===== src/rtl/uart_bridge_pkg.sv =====
// uart_bridge_pkg -- shared constants for the UART-to-memory bridge.
//   * Command opcodes ('W', 'R', 'G') and reply bytes (ACK, NAK).
//   * state_t: FSM state type, with the state codes as plain localparams so
//     older tools that dislike enums in packages still accept it.
package uart_bridge_pkg;

    localparam logic [7:0] OP_WRITE = 8'h57;
    localparam logic [7:0] OP_READ  = 8'h52;
    localparam logic [7:0] OP_GO    = 8'h47;
    localparam logic [7:0] BYTE_ACK = 8'h06;
    localparam logic [7:0] BYTE_NAK = 8'h15;

    typedef logic [2:0] state_t;

    localparam state_t S_IDLE      = 3'd0;
    localparam state_t S_ADDR      = 3'd1;
    localparam state_t S_DATA      = 3'd2;
    localparam state_t S_WRITE     = 3'd3;
    localparam state_t S_READ      = 3'd4;
    localparam state_t S_READ_WAIT = 3'd5;
    localparam state_t S_SEND      = 3'd6;
    localparam state_t S_SEND_WAIT = 3'd7;

endpackage


===== src/rtl/uart_bridge_resp.sv =====
// uart_bridge_resp -- reply serializer for the UART-to-memory bridge.
// Holds a 1-to-4-byte reply queue and runs the tx_en/tx_done handshake,
// sending bytes LSB first.
// Ports:
//   clk, rst     clock, synchronous active-high reset
//   load_i       start a reply (only honoured while idle)
//   bytes_i      reply bytes, byte 0 sent first
//   cnt_i        number of bytes to send (1..4)
//   tx_done_i    transmitter finished the current byte
//   tx_en_o      one-cycle start pulse to the transmitter
//   tx_data_o    byte being sent, held from tx_en_o until tx_done_i
//   more_o       bytes remain after the one currently on the line
module uart_bridge_resp
    import uart_bridge_pkg::*;
(
    input  logic        clk,
    input  logic        rst,
    input  logic        load_i,
    input  logic [31:0] bytes_i,
    input  logic [2:0]  cnt_i,
    input  logic        tx_done_i,
    output logic        tx_en_o,
    output logic [7:0]  tx_data_o,
    output logic        more_o
);

    state_t      phase_q;
    logic        tx_en_q;
    logic [7:0]  tx_data_q;
    logic [23:0] queue_q;
    logic [2:0]  left_q;

    // tx_en is raised on the edge that enters SEND, so the pulse coincides
    // with the SEND cycle and no extra latency is added to the reply.
    always_ff @(posedge clk) begin
        if (rst) begin
            phase_q   <= S_IDLE;
            tx_en_q   <= 1'b0;
            tx_data_q <= 8'hFF;
            queue_q   <= 24'h0;
            left_q    <= 3'd0;
        end else begin
            tx_en_q <= 1'b0;
            case (phase_q)
                S_IDLE: begin
                    if (load_i) begin
                        tx_en_q   <= 1'b1;
                        tx_data_q <= bytes_i[7:0];
                        queue_q   <= bytes_i[31:8];
                        left_q    <= cnt_i - 3'd1;
                        phase_q   <= S_SEND;
                    end
                end
                S_SEND: begin
                    phase_q <= S_SEND_WAIT;
                end
                S_SEND_WAIT: begin
                    if (tx_done_i) begin
                        if (left_q != 3'd0) begin
                            tx_en_q   <= 1'b1;
                            tx_data_q <= queue_q[7:0];
                            queue_q   <= {8'h00, queue_q[23:8]};
                            left_q    <= left_q - 3'd1;
                            phase_q   <= S_SEND;
                        end else begin
                            phase_q <= S_IDLE;
                        end
                    end
                end
                default: phase_q <= S_IDLE;
            endcase
        end
    end

    assign tx_en_o   = tx_en_q;
    assign tx_data_o = tx_data_q;
    assign more_o    = (left_q != 3'd0);

endmodule


===== src/rtl/uart_mem_bridge.sv =====
// uart_mem_bridge -- byte-command bridge from a UART receiver to a 32-bit
// word memory, with a CPU hold line released by the 'G' command.
// Commands (little-endian operands):
//   'W' a0 a1 a2 a3 d0 d1 d2 d3  -> word write, reply ACK
//   'R' a0 a1 a2 a3              -> word read, reply 4 data bytes LSB first
//   'G'                          -> release cpu_hold, reply ACK
//   anything else                -> reply NAK
// Optional build macro UART_BRIDGE_TIMEOUT_EN: abandon a partial command
// after CLK_FREQ/1000*TIMEOUT_MS idle cycles and reply NAK.
// Ports:
//   clk, rst             clock, synchronous active-high reset
//   rx_ready, rx_data    received byte strobe and data
//   tx_en, tx_data       transmit start pulse and byte
//   tx_done              transmitter stop bit finished
//   mem_we, mem_re       one-cycle write/read strobes
//   mem_addr, mem_wdata  word-aligned address and write data
//   mem_rdata            read data, valid one cycle after mem_re
//   cpu_hold             holds the CPU in reset until 'G'
module uart_mem_bridge
    import uart_bridge_pkg::*;
#(
    parameter int CLK_FREQ   = 12_000_000,
    parameter int TIMEOUT_MS = 10
) (
    input  logic        clk,
    input  logic        rst,
    input  logic        rx_ready,
    input  logic [7:0]  rx_data,
    output logic        tx_en,
    output logic [7:0]  tx_data,
    input  logic        tx_done,
    output logic        mem_we,
    output logic        mem_re,
    output logic [31:0] mem_addr,
    output logic [31:0] mem_wdata,
    input  logic [31:0] mem_rdata,
    output logic        cpu_hold
);

    state_t      state_q, state_d;
    logic [1:0]  idx_q, idx_d;
    logic        is_write_q, is_write_d;
    logic [31:0] addr_q, addr_d;
    logic [31:0] wdata_q, wdata_d;
    logic        mem_we_q, mem_we_d;
    logic        mem_re_q, mem_re_d;
    logic        hold_q, hold_d;

    logic        resp_load;
    logic [31:0] resp_bytes;
    logic [2:0]  resp_cnt;
    logic        resp_more;

`ifdef UART_BRIDGE_TIMEOUT_EN
    localparam int TMO_CYCLES = CLK_FREQ / 1000 * TIMEOUT_MS;
    localparam int TMO_W      = $clog2(TMO_CYCLES + 1);

    logic [TMO_W-1:0] tmo_q;
    logic             tmo_hit;

    // Counts idle cycles while an operand is being collected.
    always_ff @(posedge clk) begin
        if (rst || rx_ready || !(state_q == S_ADDR || state_q == S_DATA)) begin
            tmo_q <= '0;
        end else begin
            tmo_q <= tmo_q + 1'b1;
        end
    end

    assign tmo_hit = (tmo_q == TMO_W'(TMO_CYCLES - 1));
`endif

    always_comb begin
        state_d    = state_q;
        idx_d      = idx_q;
        is_write_d = is_write_q;
        addr_d     = addr_q;
        wdata_d    = wdata_q;
        hold_d     = hold_q;
        mem_we_d   = 1'b0;
        mem_re_d   = 1'b0;
        resp_load  = 1'b0;
        resp_bytes = {24'h0, BYTE_NAK};
        resp_cnt   = 3'd1;

        case (state_q)
            S_IDLE: begin
                idx_d = 2'd0;
                if (rx_ready) begin
                    if (rx_data == OP_WRITE || rx_data == OP_READ) begin
                        is_write_d = (rx_data == OP_WRITE);
                        state_d    = S_ADDR;
                    end else begin
                        if (rx_data == OP_GO) begin
                            hold_d     = 1'b0;
                            resp_bytes = {24'h0, BYTE_ACK};
                        end
                        resp_load = 1'b1;
                        state_d   = S_SEND;
                    end
                end
            end
            S_ADDR: begin
                if (rx_ready) begin
                    addr_d[{idx_q, 3'b000} +: 8] = rx_data;
                    // Word alignment is applied at capture time.
                    addr_d[1:0] = 2'b00;
                    idx_d       = idx_q + 2'd1;
                    if (idx_q == 2'd3) begin
                        if (is_write_q) begin
                            state_d = S_DATA;
                        end else begin
                            mem_re_d = 1'b1;
                            state_d  = S_READ;
                        end
                    end
                end
            end
            S_DATA: begin
                if (rx_ready) begin
                    wdata_d[{idx_q, 3'b000} +: 8] = rx_data;
                    idx_d = idx_q + 2'd1;
                    if (idx_q == 2'd3) begin
                        mem_we_d = 1'b1;
                        state_d  = S_WRITE;
                    end
                end
            end
            S_WRITE: begin
                resp_load  = 1'b1;
                resp_bytes = {24'h0, BYTE_ACK};
                state_d    = S_SEND;
            end
            S_READ: begin
                state_d = S_READ_WAIT;
            end
            S_READ_WAIT: begin
                // mem_rdata is valid in this cycle; the serializer captures it.
                resp_load  = 1'b1;
                resp_bytes = mem_rdata;
                resp_cnt   = 3'd4;
                state_d    = S_SEND;
            end
            S_SEND: begin
                state_d = S_SEND_WAIT;
            end
            S_SEND_WAIT: begin
                if (tx_done) begin
                    state_d = resp_more ? S_SEND : S_IDLE;
                end
            end
            default: state_d = S_IDLE;
        endcase

`ifdef UART_BRIDGE_TIMEOUT_EN
        if ((state_q == S_ADDR || state_q == S_DATA) && !rx_ready && tmo_hit) begin
            idx_d      = 2'd0;
            resp_load  = 1'b1;
            resp_bytes = {24'h0, BYTE_NAK};
            resp_cnt   = 3'd1;
            state_d    = S_SEND;
        end
`endif
    end

    always_ff @(posedge clk) begin
        if (rst) begin
            state_q    <= S_IDLE;
            idx_q      <= 2'd0;
            is_write_q <= 1'b0;
            addr_q     <= 32'h0;
            wdata_q    <= 32'h0;
            mem_we_q   <= 1'b0;
            mem_re_q   <= 1'b0;
            hold_q     <= 1'b1;
        end else begin
            state_q    <= state_d;
            idx_q      <= idx_d;
            is_write_q <= is_write_d;
            addr_q     <= addr_d;
            wdata_q    <= wdata_d;
            mem_we_q   <= mem_we_d;
            mem_re_q   <= mem_re_d;
            hold_q     <= hold_d;
        end
    end

    uart_bridge_resp u_resp (
        .clk       (clk),
        .rst       (rst),
        .load_i    (resp_load),
        .bytes_i   (resp_bytes),
        .cnt_i     (resp_cnt),
        .tx_done_i (tx_done),
        .tx_en_o   (tx_en),
        .tx_data_o (tx_data),
        .more_o    (resp_more)
    );

    assign mem_we    = mem_we_q;
    assign mem_re    = mem_re_q;
    assign mem_addr  = addr_q;
    assign mem_wdata = wdata_q;
    assign cpu_hold  = hold_q;

endmodule


===== config.mk =====
export PLATFORM = sky130hd
export DESIGN_NAME = uart_mem_bridge
export DESIGN_NICKNAME = d
export VERILOG_FILES = /design/src/rtl/uart_bridge_pkg.sv /design/src/rtl/uart_bridge_resp.sv /design/src/rtl/uart_mem_bridge.sv
export SDC_FILE = /design/constraint.sdc
export NUM_CORES = 1
export LEC_CHECK = 0
export ABC_AREA = 1
export CAP_MARGIN = 20
export CORE_MARGIN = 2
export CORE_UTILIZATION = 35
export DETAILED_ROUTE_END_ITERATION = 10
export GPL_TIMING_DRIVEN = 0
export PLACE_DENSITY = 0.68
export RECOVER_POWER = 25
export SLEW_MARGIN = 5
export SYNTH_ARGS = -nofsm -noshare
export SYNTH_HDL_FRONTEND = slang
export SYNTH_SLANG_ARGS = --single-unit

===== constraint.sdc =====
create_clock -name clk -period 3.4 [get_ports clk]
set_input_delay 0.68 -clock clk [delete_from_list [all_inputs] [get_ports clk]]
set_output_delay 0.68 -clock clk [all_outputs]
set_load 0.01 [all_outputs]

==> results.rst <==
.. list-table::
   :header-rows: 1

   * - Metric
     - Value
   * - Core area
     - 14500 um^2
   * - CP Capture Type
     - flip-flop
   * - Overflow after GRT
     - 0
   * - Yosys reg bits
     - 109
   * - Period utilisation layout
     - 68.0%
   * - I/O Buffers
     - about 120
   * - Number of placement rows
     - 44
   * - Internal power consumption
     - 2.93 mW
   * - Most common flop cell mapped by yosys
     - sky130_fd_sc_hd__dfxtp_1
   * - Number of top-level pins
     - 120
   * - # setup viols final
     - 0
   * - Result of the run
     - finished clean
   * - Critical Path Max Stage Delay
     - 670 ps
   * - Syn_area_per_cell
     - 6.89 um^2
   * - Setup Total Neg Slack
     - 0 ps
   * - Wire length of the first global-routing pass
     - 23900 um
   * - Cell type with the highest aggregate area in the netlist
     - sky130_fd_sc_hd__dfxtp_1
   * - Layout cell share with drive strength beyond 1
     - roughly 7.5%
   * - Number of instances in the synthesized netlist
     - 751
   * - Transition at the pin with the smallest max-transition slack
     - 589 ps
   * - Vias per Instance
     - between 4 and 5
   * - Logic gate share of total power
     - about 45%
   * - Number of buffers and inverters on the critical path
     - 4
   * - Cell occurring most often along the worst timing path
     - sky130_fd_sc_hd__nand3_2
   * - Clock tree skew after final layout
     - about 8.3 ps
   * - Initial antenna violation count
     - 0
   * - Yosys cell types
     - 29
   * - Share of synthesized area occupied by flip-flops and latches
     - a little over two fifths
   * - DRC Markers
     - 0
   * - Root buffer cell
     - sky130_fd_sc_hd__clkbuf_16
   * - Die area
     - 15800 um^2
   * - Initial DRC Count
     - 340
   * - Setup repair after global routing missed its margin
     - no
   * - VDD IR max
     - around 310 uV
   * - Clock tree from TritonCTS
     - done
   * - Worst-path clk slew
     - 70 ps
   * - Worst path required time
     - 3660 ps
   * - Number of buffers added for setup after CTS
     - 0
   * - Final nets
     - 932
   * - Antenna cells
     - 0
   * - Reg2Reg Capture Point
     - mem_addr[11]
   * - CP startpoint kind
     - input port
   * - Number of flops mapped to enable cells by yosys
     - 0
   * - DRT Wirelength
     - about 15000 um
   * - Detailed Place HPWL
     - 11000 um
   * - Average wire length per cell after detail routing
     - 13.9 um
   * - Overall die width
     - 126 um
   * - Chain of cells forming the critical path
     - dlygate4sd3_1 > nand2_1 > nor2_1 > nand3_2 > nand3_2 > nand3_2 > nand3_2 > buf_6 > buf_6 > nand2_1 > inv_2 > nor2_1
   * - Critical path data arrival time
     - 2570 ps
   * - Max_slew headroom
     - 60.7%
   * - CP max stage cell
     - sky130_fd_sc_hd__dlygate4sd3_1
   * - Setup slack, reg-to-reg
     - 1120 ps
   * - Sequential fraction of design power
     - 32.5%
   * - Final slew viol count
     - 0
   * - Post-synth top cells
     - 185 x sky130_fd_sc_hd__nand2_1, 109 x sky130_fd_sc_hd__dfxtp_1, 84 x sky130_fd_sc_hd__inv_1, 79 x sky130_fd_sc_hd__nor2_1, 63 x sky130_fd_sc_hd__a21oi_1
   * - Hold Crit Start
     - mem_wdata[5]
   * - Number of hold-slack violations in the final timing report
     - 0
   * - Final GP Congestion
     - 0.881
   * - Worst-case hold slack
     - 444 ps
   * - Count of TritonRoute iterations in the first routing pass
     - 5
   * - Placement-stage worst setup slack
     - 788 ps
   * - Initial cell density of the core
     - 35.7%
   * - Highest Clock Rate
     - 433 MHz
   * - Asr flop ratio synth
     - 0%
   * - Largest net degree at the start of global routing
     - 18
   * - Number of cell instances on the worst register-to-register path
     - 9
   * - Number of buffers created by CTS
     - 9
   * - Power Density
     - 714 nW/um^2
   * - Post-CTS Resized
     - 0
   * - # hold bufs at CTS
     - 0
   * - Clock share of power
     - 23.0%
   * - Number of global-route vias before repair
     - ~5k
   * - Reported net switching power
     - about 2.0 mW
   * - Type of the tightest min-delay check
     - reg2reg
   * - Combined area of all synthesized cells
     - 5170 um^2
   * - Number of nets still failing antenna checks after routing
     - 0
   * - Die height
     - 126 um
   * - Most used standard cell by instance count after synthesis
     - sky130_fd_sc_hd__nand2_1
   * - Htree depth
     - 3
   * - Worst path top cell family by delay
     - buffers and inverters
   * - Worst hold path depth
     - 2
   * - Area fraction of the dominant cell type after synthesis
     - 42.2%
   * - Number of sinks handled by clock tree synthesis
     - 109
   * - Net Sw Frac
     - roughly two fifths
   * - Deepest clock path buffer count
     - 2
   * - Capture endpoint of the worst hold path
     - mem_wdata[5]
   * - Final Instance Count excl. Fillers
     - 1068
   * - Top area cells in the synthesized netlist
     - sky130_fd_sc_hd__dfxtp_1 42%, sky130_fd_sc_hd__nand2_1 13%, sky130_fd_sc_hd__a21oi_1 6.1%
   * - Worst r2r src
     - idx_q[0]
   * - Worst Setup Path Type
     - in2reg
   * - Cells after DPL
     - 1053
   * - Final critical-path setup slack
     - roughly 1100 ps
   * - Static leakage
     - roughly 3 nW
   * - Area added between synthesis and finish
     - 33.2%
   * - Synth warn
     - 0
   * - Clock period minus worst slack
     - 2310 ps
   * - Final Util
     - 47.6%
   * - GRT Util Overall
     - about a fifth
   * - Number of vias in the routed layout
     - 5160
   * - Worst skew pair latency
     - between 300 and 400 ps
   * - Total of max-cap violations
     - 0
   * - Largest fanout on the critical path
     - 10
## worst register-to-register path: cells and delay by family, from the launching register on
kind | cells | cell delay (ps)
buffers and inverters | 5 | 830
AND/OR/NAND/NOR | 2 | 530
flip-flops | 1 | 430
adder cells (fa/ha/maj) | 1 | 290
AO/OA/AOI/OAI | 1 | 140
## per-layer routing
metal	wire length [um]	global-route usage, %	share of wire (%)
met1	7010	24.8	47
met4	206	5.69	1.4
met5	0	0	0
met2	6630	30.0	45
met3	978	5.13	6.6
## sequential cells by signal, indices dropped and copies added (netlist names)
| name | count |
|---|---|
| state_q | 3 |
| u_resp.left_q | 3 |
| u_resp.tx_en_o | 1 |
| mem_re | 1 |
| mem_wdata | 32 |
| cpu_hold | 1 |
| idx_q | 2 |
| u_resp.phase_q | 2 |
| u_resp.tx_data_o | 8 |
| u_resp.queue_q | 24 |
| is_write_q | 1 |
| mem_addr | 30 |
| mem_we | 1 |
## cell usage in the layout, fill, tap and decap left out, types with 15 or more instances in the layout
master,instances
sky130_fd_sc_hd__nand2_1,185
sky130_fd_sc_hd__dfxtp_1,109
sky130_fd_sc_hd__inv_1,84
sky130_fd_sc_hd__nor2_1,80
sky130_fd_sc_hd__clkdlybuf4s50_1,74
sky130_fd_sc_hd__a21oi_1,63
sky130_fd_sc_hd__dlygate4sd3_1,43
sky130_fd_sc_hd__nand3_1,39
sky130_fd_sc_hd__nand4_1,32
sky130_fd_sc_hd__o21ai_0,29
sky130_fd_sc_hd__clkbuf_1,21
sky130_fd_sc_hd__a22oi_1,16
sky130_fd_sc_hd__buf_2,15
sky130_fd_sc_hd__inv_2,15
## through the flow
step / total power [mW] / cell area [um^2]
5_1_grt: 5.32 / 6890
3_5_place_dp: 3.83 / 6580
2_1_floorplan: 3.22 / 5170
6_report: 4.92 / 6890
4_1_cts: 4.96 / 6890
3_3_place_gp: 3.80 / 6580
## worst max path at each step
stage / startpoint / end / depth (start not counted)
after global routing: idx_q[0] / mem_addr[11] / 9
after CTS: idx_q[0] / mem_addr[11] / 9
after floorplan: idx_q[0] / mem_addr[11] / 9
final: rx_data[6] / u_resp.left_q[2] / 12
after global placement: rx_data[6] / u_resp.queue_q[14] / 12
after detailed placement: rx_data[6] / u_resp.left_q[2] / 12
## kinds of logic after synthesis
family	after synthesis	synth area share, %
AND/OR/NAND/NOR	363	30.6
adder cells (fa/ha/maj)	8	1.94
flip-flops	109	42.2
other	1	0.0725
AO/OA/AOI/OAI	122	13.3
buffers and inverters	148	12.0
## final cells by class
class / instances / area (um^2)
fill: 1458 / 7590
multi-input combinational: 495 / 2370
sequential: 109 / 2180
timing repair buffer: 117 / 1170
inverter: 102 / 383
buffer: 46 / 236
tap: 184 / 230
clock buffer: 9 / 225
clock inverter: 6 / 87.6
## power groups by stage
| stage | clock network (mW) | logic, mW | registers (mW) |
|---|---|---|---|
| floorplan | 0 | 1.58 | 1.64 |
| global placement | 0 | 2.18 | 1.62 |
| detailed placement | 0 | 2.20 | 1.63 |
| CTS | 1.15 | 2.21 | 1.60 |
| global route | 1.20 | 2.50 | 1.62 |
| finish | 1.13 | 2.19 | 1.60 |
(Power assumes the default switching activity.)
